$ cat config.mk
export PLATFORM = sky130hd
export DESIGN_NAME = mem_arbiter_flat
export DESIGN_NICKNAME = d
export VERILOG_FILES = /design/src/rtl/mem_arbiter_if.sv /design/src/rtl/mem_arbiter.sv /design/src/flat_wrapper.sv
export SDC_FILE = /design/constraint.sdc
export NUM_CORES = 1
export LEC_CHECK = 0
export ABC_AREA = 1
export CAP_MARGIN = 20
export CORE_UTILIZATION = 60
export DETAILED_ROUTE_END_ITERATION = 10
export DONT_BUFFER_PORTS = 1
export PLACE_DENSITY = 0.73
export SLEW_MARGIN = 20
export SYNTH_ARGS = -nofsm -noshare
export SYNTH_HDL_FRONTEND = slang
export SYNTH_SLANG_ARGS = --single-unit
$ cat constraint.sdc
create_clock -name clk -period 2.6 [get_ports clk]
set_input_delay 0.39 -clock clk [delete_from_list [all_inputs] [get_ports clk]]
set_output_delay 0.39 -clock clk [all_outputs]
set_load 0.005 [all_outputs]
$ cat src/rtl/mem_arbiter_if.sv
// Request/response bundle between the fetch and data requesters, the arbiter,
// and the single-port word memory. The arbiter takes the slave view.
interface mem_arbiter_if #(
  parameter int WORD_SIZE = 16,
  parameter int ADDR_SIZE = 16
);
  // fetch port
  logic                 if_req;
  logic [ADDR_SIZE-1:0] if_addr;
  logic                 if_ack;
  logic                 if_rvalid;
  logic [WORD_SIZE-1:0] if_rdata;
  // load/store port
  logic                 d_req;
  logic                 d_we;
  logic [ADDR_SIZE-1:0] d_addr;
  logic [WORD_SIZE-1:0] d_wdata;
  logic                 d_ack;
  logic                 d_rvalid;
  logic [WORD_SIZE-1:0] d_rdata;
  // memory side
  logic                 mem_r_en;
  logic                 mem_w_en;
  logic [ADDR_SIZE-1:0] mem_addr;
  logic [WORD_SIZE-1:0] mem_w_data;
  logic [WORD_SIZE-1:0] mem_r_data;

  modport slave (
    input  if_req, if_addr, d_req, d_we, d_addr, d_wdata, mem_r_data,
    output if_ack, if_rvalid, if_rdata, d_ack, d_rvalid, d_rdata,
           mem_r_en, mem_w_en, mem_addr, mem_w_data
  );

  modport master (
    output if_req, if_addr, d_req, d_we, d_addr, d_wdata, mem_r_data,
    input  if_ack, if_rvalid, if_rdata, d_ack, d_rvalid, d_rdata,
           mem_r_en, mem_w_en, mem_addr, mem_w_data
  );
endinterface

$ cat src/rtl/mem_arbiter.sv
// Fetch/data arbiter in front of a single-port word memory. Data wins ties,
// but a pending fetch that has lost MAX_DEFER times in a row is forced through.
// One access per cycle; read data is routed back to the port that issued it.
module mem_arbiter #(
  parameter int WORD_SIZE = 16,
  parameter int ADDR_SIZE = 16,
  parameter int MAX_DEFER = 2
) (
  input  logic          clk,
  input  logic          reset,
  mem_arbiter_if.slave  bus
);
  localparam int DW = $clog2(MAX_DEFER + 1);
  localparam logic [DW-1:0] DMAX = DW'(MAX_DEFER);

  typedef enum logic       {IDLE, ACCESS}        state_t;
  typedef enum logic [1:0] {FETCH, DREAD, DWRITE} owner_t;

  state_t               state_q, state_d;
  owner_t               owner_q, owner_d;
  logic [DW-1:0]        defer_q, defer_d;
  logic [ADDR_SIZE-1:0] addr_q, addr_d;
  logic [WORD_SIZE-1:0] wdata_q, wdata_d;
  logic                 r_en_q, r_en_d;
  logic                 w_en_q, w_en_d;
  logic                 if_rvalid_q, d_rvalid_q;
  logic [WORD_SIZE-1:0] if_rdata_q, d_rdata_q;

  logic force_f, if_ack, d_ack;

  // Grant: data first unless the fetch has been deferred to the limit.
  always_comb begin
    force_f = bus.if_req && (defer_q == DMAX);
    d_ack   = bus.d_req && !force_f;
    if_ack  = bus.if_req && (!bus.d_req || force_f);
  end

  // Access state, owner, memory bus registers and deferral counter.
  always_ff @(posedge clk or negedge reset) begin
    if (!reset) begin
      state_q <= IDLE;
      owner_q <= FETCH;
      defer_q <= '0;
      addr_q  <= '0;
      wdata_q <= '0;
      r_en_q  <= 1'b0;
      w_en_q  <= 1'b0;
    end else begin
      state_q <= state_d;
      owner_q <= owner_d;
      defer_q <= defer_d;
      addr_q  <= addr_d;
      wdata_q <= wdata_d;
      r_en_q  <= r_en_d;
      w_en_q  <= w_en_d;
    end
  end

  // Next state: launch the granted access, otherwise idle the memory bus.
  always_comb begin
    state_d = IDLE;
    owner_d = owner_q;
    addr_d  = addr_q;
    wdata_d = wdata_q;
    r_en_d  = 1'b0;
    w_en_d  = 1'b0;
    if (d_ack) begin
      state_d = ACCESS;
      owner_d = bus.d_we ? DWRITE : DREAD;
      addr_d  = bus.d_addr;
      r_en_d  = !bus.d_we;
      w_en_d  = bus.d_we;
      if (bus.d_we) wdata_d = bus.d_wdata;
    end else if (if_ack) begin
      state_d = ACCESS;
      owner_d = FETCH;
      addr_d  = bus.if_addr;
      r_en_d  = 1'b1;
    end
    // count consecutive losses of a waiting fetch; any fetch win or idle fetch clears
    if (!bus.if_req || if_ack)          defer_d = '0;
    else if (d_ack && defer_q != DMAX)  defer_d = defer_q + 1'b1;
    else                                defer_d = defer_q;
  end

  // Completion: capture read data for the owner of the access ending at this edge.
  always_ff @(posedge clk or negedge reset) begin
    if (!reset) begin
      if_rvalid_q <= 1'b0;
      d_rvalid_q  <= 1'b0;
      if_rdata_q  <= '0;
      d_rdata_q   <= '0;
    end else begin
      if_rvalid_q <= (state_q == ACCESS) && (owner_q == FETCH);
      d_rvalid_q  <= (state_q == ACCESS) && (owner_q == DREAD);
      if ((state_q == ACCESS) && (owner_q == FETCH)) if_rdata_q <= bus.mem_r_data;
      if ((state_q == ACCESS) && (owner_q == DREAD)) d_rdata_q  <= bus.mem_r_data;
    end
  end

  // Outputs: combinational acks, everything else straight from registers.
  always_comb begin
    bus.if_ack     = if_ack;
    bus.d_ack      = d_ack;
    bus.if_rvalid  = if_rvalid_q;
    bus.if_rdata   = if_rdata_q;
    bus.d_rvalid   = d_rvalid_q;
    bus.d_rdata    = d_rdata_q;
    bus.mem_r_en   = r_en_q;
    bus.mem_w_en   = w_en_q;
    bus.mem_addr   = addr_q;
    bus.mem_w_data = wdata_q;
  end
endmodule

$ cat src/flat_wrapper.sv
// flat-port wrapper written by rule: the top's interface ports become plain ports
module mem_arbiter_flat 
#(
  parameter int WORD_SIZE = 16,
  parameter int ADDR_SIZE = 16,
  parameter int MAX_DEFER = 2
)
  (clk, reset, bus_if_req, bus_if_addr, bus_d_req, bus_d_we, bus_d_addr, bus_d_wdata, bus_mem_r_data, bus_if_ack, bus_if_rvalid, bus_if_rdata, bus_d_ack, bus_d_rvalid, bus_d_rdata, bus_mem_r_en, bus_mem_w_en, bus_mem_addr, bus_mem_w_data);
  mem_arbiter_if #(.WORD_SIZE(WORD_SIZE), .ADDR_SIZE(ADDR_SIZE)) bus_i ();
  input  logic clk;
  input  logic reset;
  input wire logic [$bits(bus_i.if_req)-1:0] bus_if_req;
  input wire logic [$bits(bus_i.if_addr)-1:0] bus_if_addr;
  input wire logic [$bits(bus_i.d_req)-1:0] bus_d_req;
  input wire logic [$bits(bus_i.d_we)-1:0] bus_d_we;
  input wire logic [$bits(bus_i.d_addr)-1:0] bus_d_addr;
  input wire logic [$bits(bus_i.d_wdata)-1:0] bus_d_wdata;
  input wire logic [$bits(bus_i.mem_r_data)-1:0] bus_mem_r_data;
  output wire logic [$bits(bus_i.if_ack)-1:0] bus_if_ack;
  output wire logic [$bits(bus_i.if_rvalid)-1:0] bus_if_rvalid;
  output wire logic [$bits(bus_i.if_rdata)-1:0] bus_if_rdata;
  output wire logic [$bits(bus_i.d_ack)-1:0] bus_d_ack;
  output wire logic [$bits(bus_i.d_rvalid)-1:0] bus_d_rvalid;
  output wire logic [$bits(bus_i.d_rdata)-1:0] bus_d_rdata;
  output wire logic [$bits(bus_i.mem_r_en)-1:0] bus_mem_r_en;
  output wire logic [$bits(bus_i.mem_w_en)-1:0] bus_mem_w_en;
  output wire logic [$bits(bus_i.mem_addr)-1:0] bus_mem_addr;
  output wire logic [$bits(bus_i.mem_w_data)-1:0] bus_mem_w_data;
  assign bus_i.if_req = bus_if_req;
  assign bus_i.if_addr = bus_if_addr;
  assign bus_i.d_req = bus_d_req;
  assign bus_i.d_we = bus_d_we;
  assign bus_i.d_addr = bus_d_addr;
  assign bus_i.d_wdata = bus_d_wdata;
  assign bus_i.mem_r_data = bus_mem_r_data;
  assign bus_if_ack = bus_i.if_ack;
  assign bus_if_rvalid = bus_i.if_rvalid;
  assign bus_if_rdata = bus_i.if_rdata;
  assign bus_d_ack = bus_i.d_ack;
  assign bus_d_rvalid = bus_i.d_rvalid;
  assign bus_d_rdata = bus_i.d_rdata;
  assign bus_mem_r_en = bus_i.mem_r_en;
  assign bus_mem_w_en = bus_i.mem_w_en;
  assign bus_mem_addr = bus_i.mem_addr;
  assign bus_mem_w_data = bus_i.mem_w_data;
  mem_arbiter #(.WORD_SIZE(WORD_SIZE), .ADDR_SIZE(ADDR_SIZE), .MAX_DEFER(MAX_DEFER)) u_core (.clk(clk), .reset(reset), .bus(bus_i));
endmodule
* Yosys cells after proc, flatten, opt, wreduce, memory -nomap -nowiden
Cells that the tools add are included.
** Word-level totals
- Register bits :: 73
- Input bits :: 69
- Output and inout bits :: 70
- Word-level logic and storage cells :: 42
** Cells by class
- $add $sub $neg :: 1
- Equality and inequality tests :: 3
- Mux-type cells :: 11
- Reduce and logical (&&, ||, !) cells :: 16
** Operators with widths (number)
- two-way mux 16 bit :: 2
- two-way mux 2 bit :: 5
- logical AND 1 bit :: 6
- logical NOT 1 bit :: 4
- two-way mux 1 bit :: 4
- nonzero test 2 bit :: 2
- adder 2 x 1 -> 2 bit (second input constant) :: 1
- == test 2 x 1 -> 1 bit (second input constant) :: 1
- == test 2 bit (second input constant) :: 1
- logical NOT 2 bit :: 1
- logical OR 1 bit :: 2
- != test 2 bit (second input constant) :: 1
- AND reduction 2 bit :: 1

* Logic depth before layout (Yosys ltp)
Gate-level depths: netlist of run 1.
- Word-level depth :: 7
- Mapped depth :: 8
- Gate-level depth less buffers :: 7

* Worst setup path after synthesis of run 1
No wires, ideal clock.
- Kind :: reg-to-output
- From :: register u_core.defer_q[0]
- To :: output port bus_if_ack
- Arrival :: 1127 ps
- Data required time :: 2210 ps
- Path slack :: 1083 ps
- Stages on the path, launching flop included :: 8
- Buffers on the path :: 1
- Cell sequence :: dfrtp_1 -> inv_1 -> ha_1 -> nand2_8 -> nand2_4 -> buf_4 -> inv_2 -> nor2_1
** On the way
- Cells in the longest elaborated chain, start to end :: 4
** Ends and longest elaborated chain
- start, declared :: RTL line mem_arbiter.sv:21 : logic [DW-1:0] defer_q, defer_d;
- start signal, assigned :: RTL line mem_arbiter.sv:51 : defer_q <= defer_d;
- == test 2 bit :: RTL line mem_arbiter.sv:33 : force_f = bus.if_req && (defer_q == DMAX);
- logical AND 1 bit :: RTL line mem_arbiter.sv:33
- logical OR 1 bit :: RTL line mem_arbiter.sv:35 : if_ack = bus.if_req && (!bus.d_req || force_f);
- logical AND 1 bit :: RTL line mem_arbiter.sv:35
- end, declared :: RTL line flat_wrapper.sv:19 : output wire logic [$bits(bus_i.if_ack)-1:0] bus_if_ack;
Every way passes these cells.

* Worst setup path after layout of run 1
Same ends and word-level chain as after synthesis.

==> summary.md, run 1 <==
| Metric | Value |
|---|---|
| Status | finished clean |
| Syn_area_per_cell | 8.96 um2 |
| Fin nets | 406 |
| Setup TNS | 0 ns |
| Critical Path Sink Type | output port |
| Slew Viols, Final | 0 |
| Reg clk slew, reported paths | 0.07 ns |
| MaxCap Viol Count | 0 |
| Worst-Skew Late Latency | 0.34 ns |
| Port Buf Inserts | 0 |
| Clock tree buffer depth | 2 |
| Critical path class | reg -> out |
| I/O pins | 139 |
| Hold Path Class | in -> reg |
| Headroom to the max-slew limit | 72.7% |
| Data arrival, critical path | 1.61 ns |
| Share of the synthesized area in the top cell type | 60.5% |
| Remaining antenna violation count | 0 |
| Placement Rows | 25 |
| CTS Hold Buffers Added | 2 |
| Pre-CTS WS | 0.948 ns |
| Starting Density | 63.1% |
| Die extent in y | 72.9 um |
| Commonest non-fill, non-tap cell in the layout | nand2_1 |
| Aggregate routed wire length | 5760 um |
| Area grow syn2layout | 7.21% |
| Final period utilization | 77.1% |
| Clk sinks | 73 |
| Max IR drop VDD | 427 uV |
| WL/cell | 14.2 um |
| TritonCTS Buffers | 9 |
| Layout fillers | 411 |
| Final Critical Period | 2.00 ns |
| # setup viols final | 0 |
| H-tree levels | 3 |
| Worst Max-Slew Pin Slew | 0.409 ns |
| Post-CTS sizing | 0 |
| Drc violations | 0 |
| Post CTS Setup Buffer Count | 0 |
| CTS Root Cell | clkbuf_8 |
| Vias | 2132 |
| Synthesized instance count | 337 |
| Initial antenna violation count | 0 |
| RSZ-0062 raised after global routing | no |
| Synth area leader | dfrtp_1 |
| PD cells | 782 nW/um2 |
| Fin. Hold Viols | 0 |
| Synth cell types | 20 |
| Die Width | 72.9 um |
| Worst Path Required | 2.21 ns |
| Static Leak | 0.00174 uW |
| Synth warnings | 0 |
| RD Place Congestion | 0.800 |
| Die area | 5320 um2 |
| Layout cells sized above 1 | 7.08% |
| First-pass DRT Iterations | 4 |
| Global-route wire length before repair | 9110 um |
| Iteration-0 DRC Markers | 175 |
| Most frequent cells in the layout | 129 x nand2_1, 73 x dfrtp_1, 38 x inv_1, 34 x nand3_1, 32 x o21ai_0 |
| Post-route clock skew | 0.00783 ns |
| Register area share after synthesis | 60.5% |
| GRT Overall Usage | 22.9% |
| Vias in the first global route | 2031 |
| Synthesized flop and latch total | 73 |
| Final worst slack | 0.597 ns |
| Setup crit start kind | flop |
| CTS tree | yes |
| Vias per cell | 5.25 |
| Mapped Nets | 407 |
| Grt ovf | 0 |
| Antenna cells | 0 |
| Post-Synthesis Cell Area | 3020 um2 |
| Pin count of the biggest net entering global routing | 74 |
| DP HPWL | 3760 um |
| Max Freq | 0.499 GHz |
| Area contributors post-synth | dfrtp_1 61%, nand2_1 16%, nand3_1 5.6% |
| FF/Latch Area | 1830 um2 |
| Area of the core | 4790 um2 |
| Multi-input gate area | 936 um2 |
| Peak fanout along the critical path | 21 |
worst max-delay path, cell delays in order (launching register included):
cell     delay [ns]
dfrtp_1        0.39
inv_1          0.07
ha_1           0.25
nand2_8        0.13
nand2_4        0.25
inv_2          0.07
nor2_1         0.12
cell usage after synthesis:
library cell,instances
nand2_4,1
nand2_1,129
nand3_4,1
buf_4,3
inv_1,38
buf_6,3
nor2_8,1
nand3_1,34
nor3_1,2
dfrtp_1,73
nor2_4,1
o22ai_1,1
o21ai_0,32
nand2_8,1
inv_2,3
buf_2,7
clkbuf_1,3
o21ai_1,1
nor2_1,2
ha_1,1
logic make-up after synthesis:
logic type | synth area share [%]
and+or+nand+nor | 24.9
adders and majority gates | 0.414
buffers and inverters | 8.50
AOI/OAI and AO/OA | 5.68
DFF | 60.5
routing by layer:
metal,up-vias,share of wire [%],GRT usage [%]
li1,1034,-,-
met1,984,40,24.8
met2,102,49,40.0
met3,12,9.2,8.56
met4,0,2.0,9.80
met5,-,0,0
final timing paths:
path / from / endpoint / slack (ns) / depth (start not counted)
hold reg to reg: u_core.defer_q[0]$_DFFE_PN0P_ / u_core.defer_q[0]$_DFFE_PN0P_ / 0.46 / 1
hold / removal: bus_d_wdata[10] / u_core.bus.mem_w_data[10]$_DFFE_PN0P_ / 0.16 / 2
setup reg to reg: u_core.defer_q[0]$_DFFE_PN0P_ / u_core.bus.mem_w_data[7]$_DFFE_PN0P_ / 1.10 / 7
setup / recovery: u_core.defer_q[0]$_DFFE_PN0P_ / bus_if_ack / 0.60 / 6
max in group asynchronous: reset / u_core.bus.mem_addr[11]$_DFFE_PN0P_ / 1.72 / 2
min in group asynchronous: reset / u_core.bus.mem_addr[1]$_DFFE_PN0P_ / 0.60 / 2
report_power, final:
part | switching, uW | total [uW] | internal [uW] | leakage [uW]
Combinational | 157 | 253 | 95.7 | 0.000755
Clock | 379 | 836 | 457 | 0.0000913
Sequential | 134 | 1440 | 1310 | 0.000897
flip-flops by register name, indices dropped and copies added (netlist names):
register	count
u_core.bus.d_rdata	16
u_core.owner_q	2
u_core.bus.mem_w_data	16
u_core.bus.if_rdata	16
u_core.defer_q	2
u_core.bus.mem_addr	16
u_core.bus.if_rvalid	1
u_core.bus.mem_r_en	1
u_core.bus.d_rvalid	1
u_core.state_q	1
u_core.bus.mem_w_en	1
final cells by class:
type	count	share of cell area [%]
Clock buffer	11	4.37
Clock inverter	3	1.31
Inverter	41	4.75
Multi-Input combinational cell	207	28.9
Sequential cell	73	56.4
Tap cell	67	2.59
Timing Repair Buffer	4	1.62
metrics by stage:
stage / std cells / utilization (%) / hold slack (ns) / instance area (um2) / total power (uW)
6_report: 406 / 67.6 / 0.159 / 3240 / 2530
5_1_grt: 406 / 67.6 / 0.164 / 3240 / 2670
4_1_cts: 406 / 67.6 / 0.159 / 3240 / 2550
3_5_place_dp: 390 / 63.0 / 0.0957 / 3020 / 1690
3_3_place_gp: 390 / 63.0 / 0.0956 / 3020 / 1680
2_1_floorplan: 337 / - / 0.0944 / 3020 / 1640
Power figures use the tool's default switching activity.
==> run 2, diff against run 1 <==
clock period = 2.1 ns   (was 2.6 ns; I/O delays follow)
==> run 2 against run 1 <==
Flip-flop and latch count did not move. Sequential power up 24%. Non-clock buffer count unchanged. Clock power grew 33%. Design area increased by 0.70%. Hold slack worse by 0.079 ns. Clock skew decreased by 0.00068 ns. Critical endpoint unchanged.
==> summary.md, run 2 (synthesized netlist as in run 1, its figures left out) <==
| Metric | Value |
|---|---|
| PD cells | 985 nW/um2 (+26%) |
| Vias in the first global route | 1982 (-2.4%) |
| Die Width | 72.9 um (unchanged) |
| Placement Rows | 25 (unchanged) |
| # setup viols final | 0 (unchanged) |
| Area of the core | 4790 um2 (unchanged) |
| Critical path class | reg -> out |
| Vias | 2094 (-1.8%) |
| Starting Density | 63.1% (unchanged) |
| First-pass DRT Iterations | 4 (unchanged) |
| Crit-path cells | inv_1 > ha_1 > nand2_8 > nand2_4 > inv_2 > nor2_1 |
| TritonCTS Buffers | 9 (unchanged) |
| FF-to-FF path depth | 7 (unchanged) |
| Worst-Skew Late Latency | 0.34 ns (about the same) |
| Fin nets | 406 (unchanged) |
| Clk sinks | 73 (unchanged) |
| Iteration-0 DRC Markers | 123 (-30%) |
| Antenna cells | 0 (unchanged) |
| I/O pins | 139 (unchanged) |
| Peak fanout along the critical path | 21 (unchanged) |
| Largest stage delay on the critical path | 0.38 ns (about the same) |
| Die extent in y | 72.9 um (unchanged) |
| Grt ovf | 0 (unchanged) |
| Area grow syn2layout | 7.96% |
| Cell count along the critical path | 6 (unchanged) |
| Status | finished clean |
| Placement Cell Area | 3020 um2 (unchanged) |
| Most frequent cells in the layout | 129 x nand2_1, 73 x dfrtp_1, 38 x inv_1, 34 x nand3_1, 32 x o21ai_0 |
| Aggregate routed wire length | 5840 um (+1.4%) |
| Slowest stage cell, crit path | dfrtp_1 |
| Worst Path Required | 1.78 ns (-0.43 ns) |
| Port Buf Inserts | 0 (unchanged) |
| Final Core Density | 68.1% (+0.47 points) |
| Buf/Inv on CP | 2 (unchanged) |
| RSZ-0062 raised after global routing | no |
| Max Freq | 0.522 GHz |
| Critical Path Sink Type | output port |
| Clock tree buffer depth | 2 (unchanged) |
| Fin. Hold Viols | 0 (unchanged) |
| RD Place Congestion | 0.799 (-0.11%) |
| Post CTS Setup Buffer Count | 0 (unchanged) |
| Global-route wire length before repair | 9120 um (about the same) |
| Pin count of the biggest net entering global routing | 74 (unchanged) |
| Headroom to the max-slew limit | 72.8% (+0.15 points) |
| Layout cells sized above 1 | 7.62% (+0.54 points) |
| Worst reg2reg endpoint | u_core.bus.mem_w_data[9]$_DFFE_PN0P_ |
| Remaining antenna violation count | 0 (unchanged) |
| Crit path capture | bus_if_ack |
| Commonest non-fill, non-tap cell in the layout | nand2_1 |
| Max IR drop VDD | 484 uV (+13%) |
| Initial antenna violation count | 0 (unchanged) |
| Worst r2r src | u_core.defer_q[0]$_DFFE_PN0P_ |
| CTS Root Cell | clkbuf_8 |
| Setup crit start kind | flop |
| MaxCap Viol Count | 0 (unchanged) |
| GRT Overall Usage | 23.1% (+0.24 points) |
| Slew Viols, Final | 0 (unchanged) |
| Design area | 3260 um2 (+0.70%) |
| Static Leak | 0.00175 uW (+0.65%) |
| WL/cell | 14.3 um (+0.93%) |
| Data arrival, critical path | 1.60 ns (about the same) |
| Die area | 5320 um2 (unchanged) |
| Setup TNS | 0 ns (unchanged) |
| Drc violations | 0 (unchanged) |
| Post-route clock skew | 0.00716 ns (-0.000676 ns) |
| DP HPWL | 3760 um (about the same) |
| Final Critical Period | 1.92 ns |
| R2r setup slk | 0.62 ns (-0.48 ns) |
| CTS tree | yes |
| Vias per cell | 5.13 (-2.3%) |
| H-tree levels | 3 (unchanged) |
| Reg clk slew, reported paths | 0.07 ns (about the same) |
| Final period utilization | 91.2% |
| Critical path startpoint | u_core.defer_q[0]$_DFFE_PN0P_ |
| Worst Max-Slew Pin Slew | 0.407 ns (-0.00219 ns) |
| Critical path's top delay family | simple AND/OR/NAND/NOR gates |
| Hold Path Class | in -> reg |
## run 2: changes by cell type in the layout (fill, tap and decap cells not counted)
cell,before,now
clkbuf_8,10,11
clkinv_4,0,1
## run 2: metal layers
layer,wire length (um),track usage [%],up-vias
met5,0,0,-
met4,96,12.0,0
met3,506,8.29,11
met2,2780,37.0,92
met1,2460,27.6,956
li1,-,-,1035
## run 2: final cells by class
cell class / instances / area (um2)
clock buffer: 12 / 155
clock inverter: 4 / 51.3
fill: 397 / 1530
inverter: 41 / 154
multi-input combinational: 207 / 936
sequential: 73 / 1830
tap: 67 / 83.8
timing repair buffer: 4 / 52.6
## run 2: per-stage QoR
stage	setup WS, ns	total power (uW)	hold WS [ns]	cells
2_1_floorplan	0.658	2030	0.0194	337
5_1_grt	0.0950	3390	0.0680	408
3_5_place_dp	0.529	2100	0.0207	390
4_1_cts	0.163	3250	0.0752	408
6_report	0.184	3210	0.0792	408
3_3_place_gp	0.552	2080	0.0206	390
## run 2: report_power, final
part / internal [uW] / switching [uW]
sequential: 1620 / 166
clock: 614 / 496
combinational: 118 / 198
## run 2: how the worst min path moves through the flow
stage | start | endpoint | slack (ns) | depth (start not counted)
global placement | reset | u_core.bus.d_rdata[0]$_DFFE_PN0P_ | 0.02 | 0
floorplan | reset | u_core.bus.d_rdata[0]$_DFFE_PN0P_ | 0.02 | 0
finish | bus_d_we | u_core.owner_q[0]$_DFFE_PN0P_ | 0.08 | 1
CTS | bus_d_we | u_core.owner_q[0]$_DFFE_PN0P_ | 0.08 | 1
global route | bus_d_wdata[12] | u_core.bus.mem_w_data[12]$_DFFE_PN0P_ | 0.07 | 2
detailed placement | reset | u_core.bus.d_rdata[0]$_DFFE_PN0P_ | 0.02 | 0
## run 2: worst register-to-register path: cells and delay by family, from the launching register on
| kind | cells | cell delay (ns) |
|---|---|---|
| adder cells (fa/ha/maj) | 1 | 0.25 |
| flip-flops | 1 | 0.35 |
| buffers and inverters | 1 | 0.05 |
| AND/OR/NAND/NOR | 5 | 0.77 |
## run 2: repair_timing
action	4_1_cts	5_1_grt
hold endpoints to repair	73	0
resized for setup	0	0
hold buffers	2	0
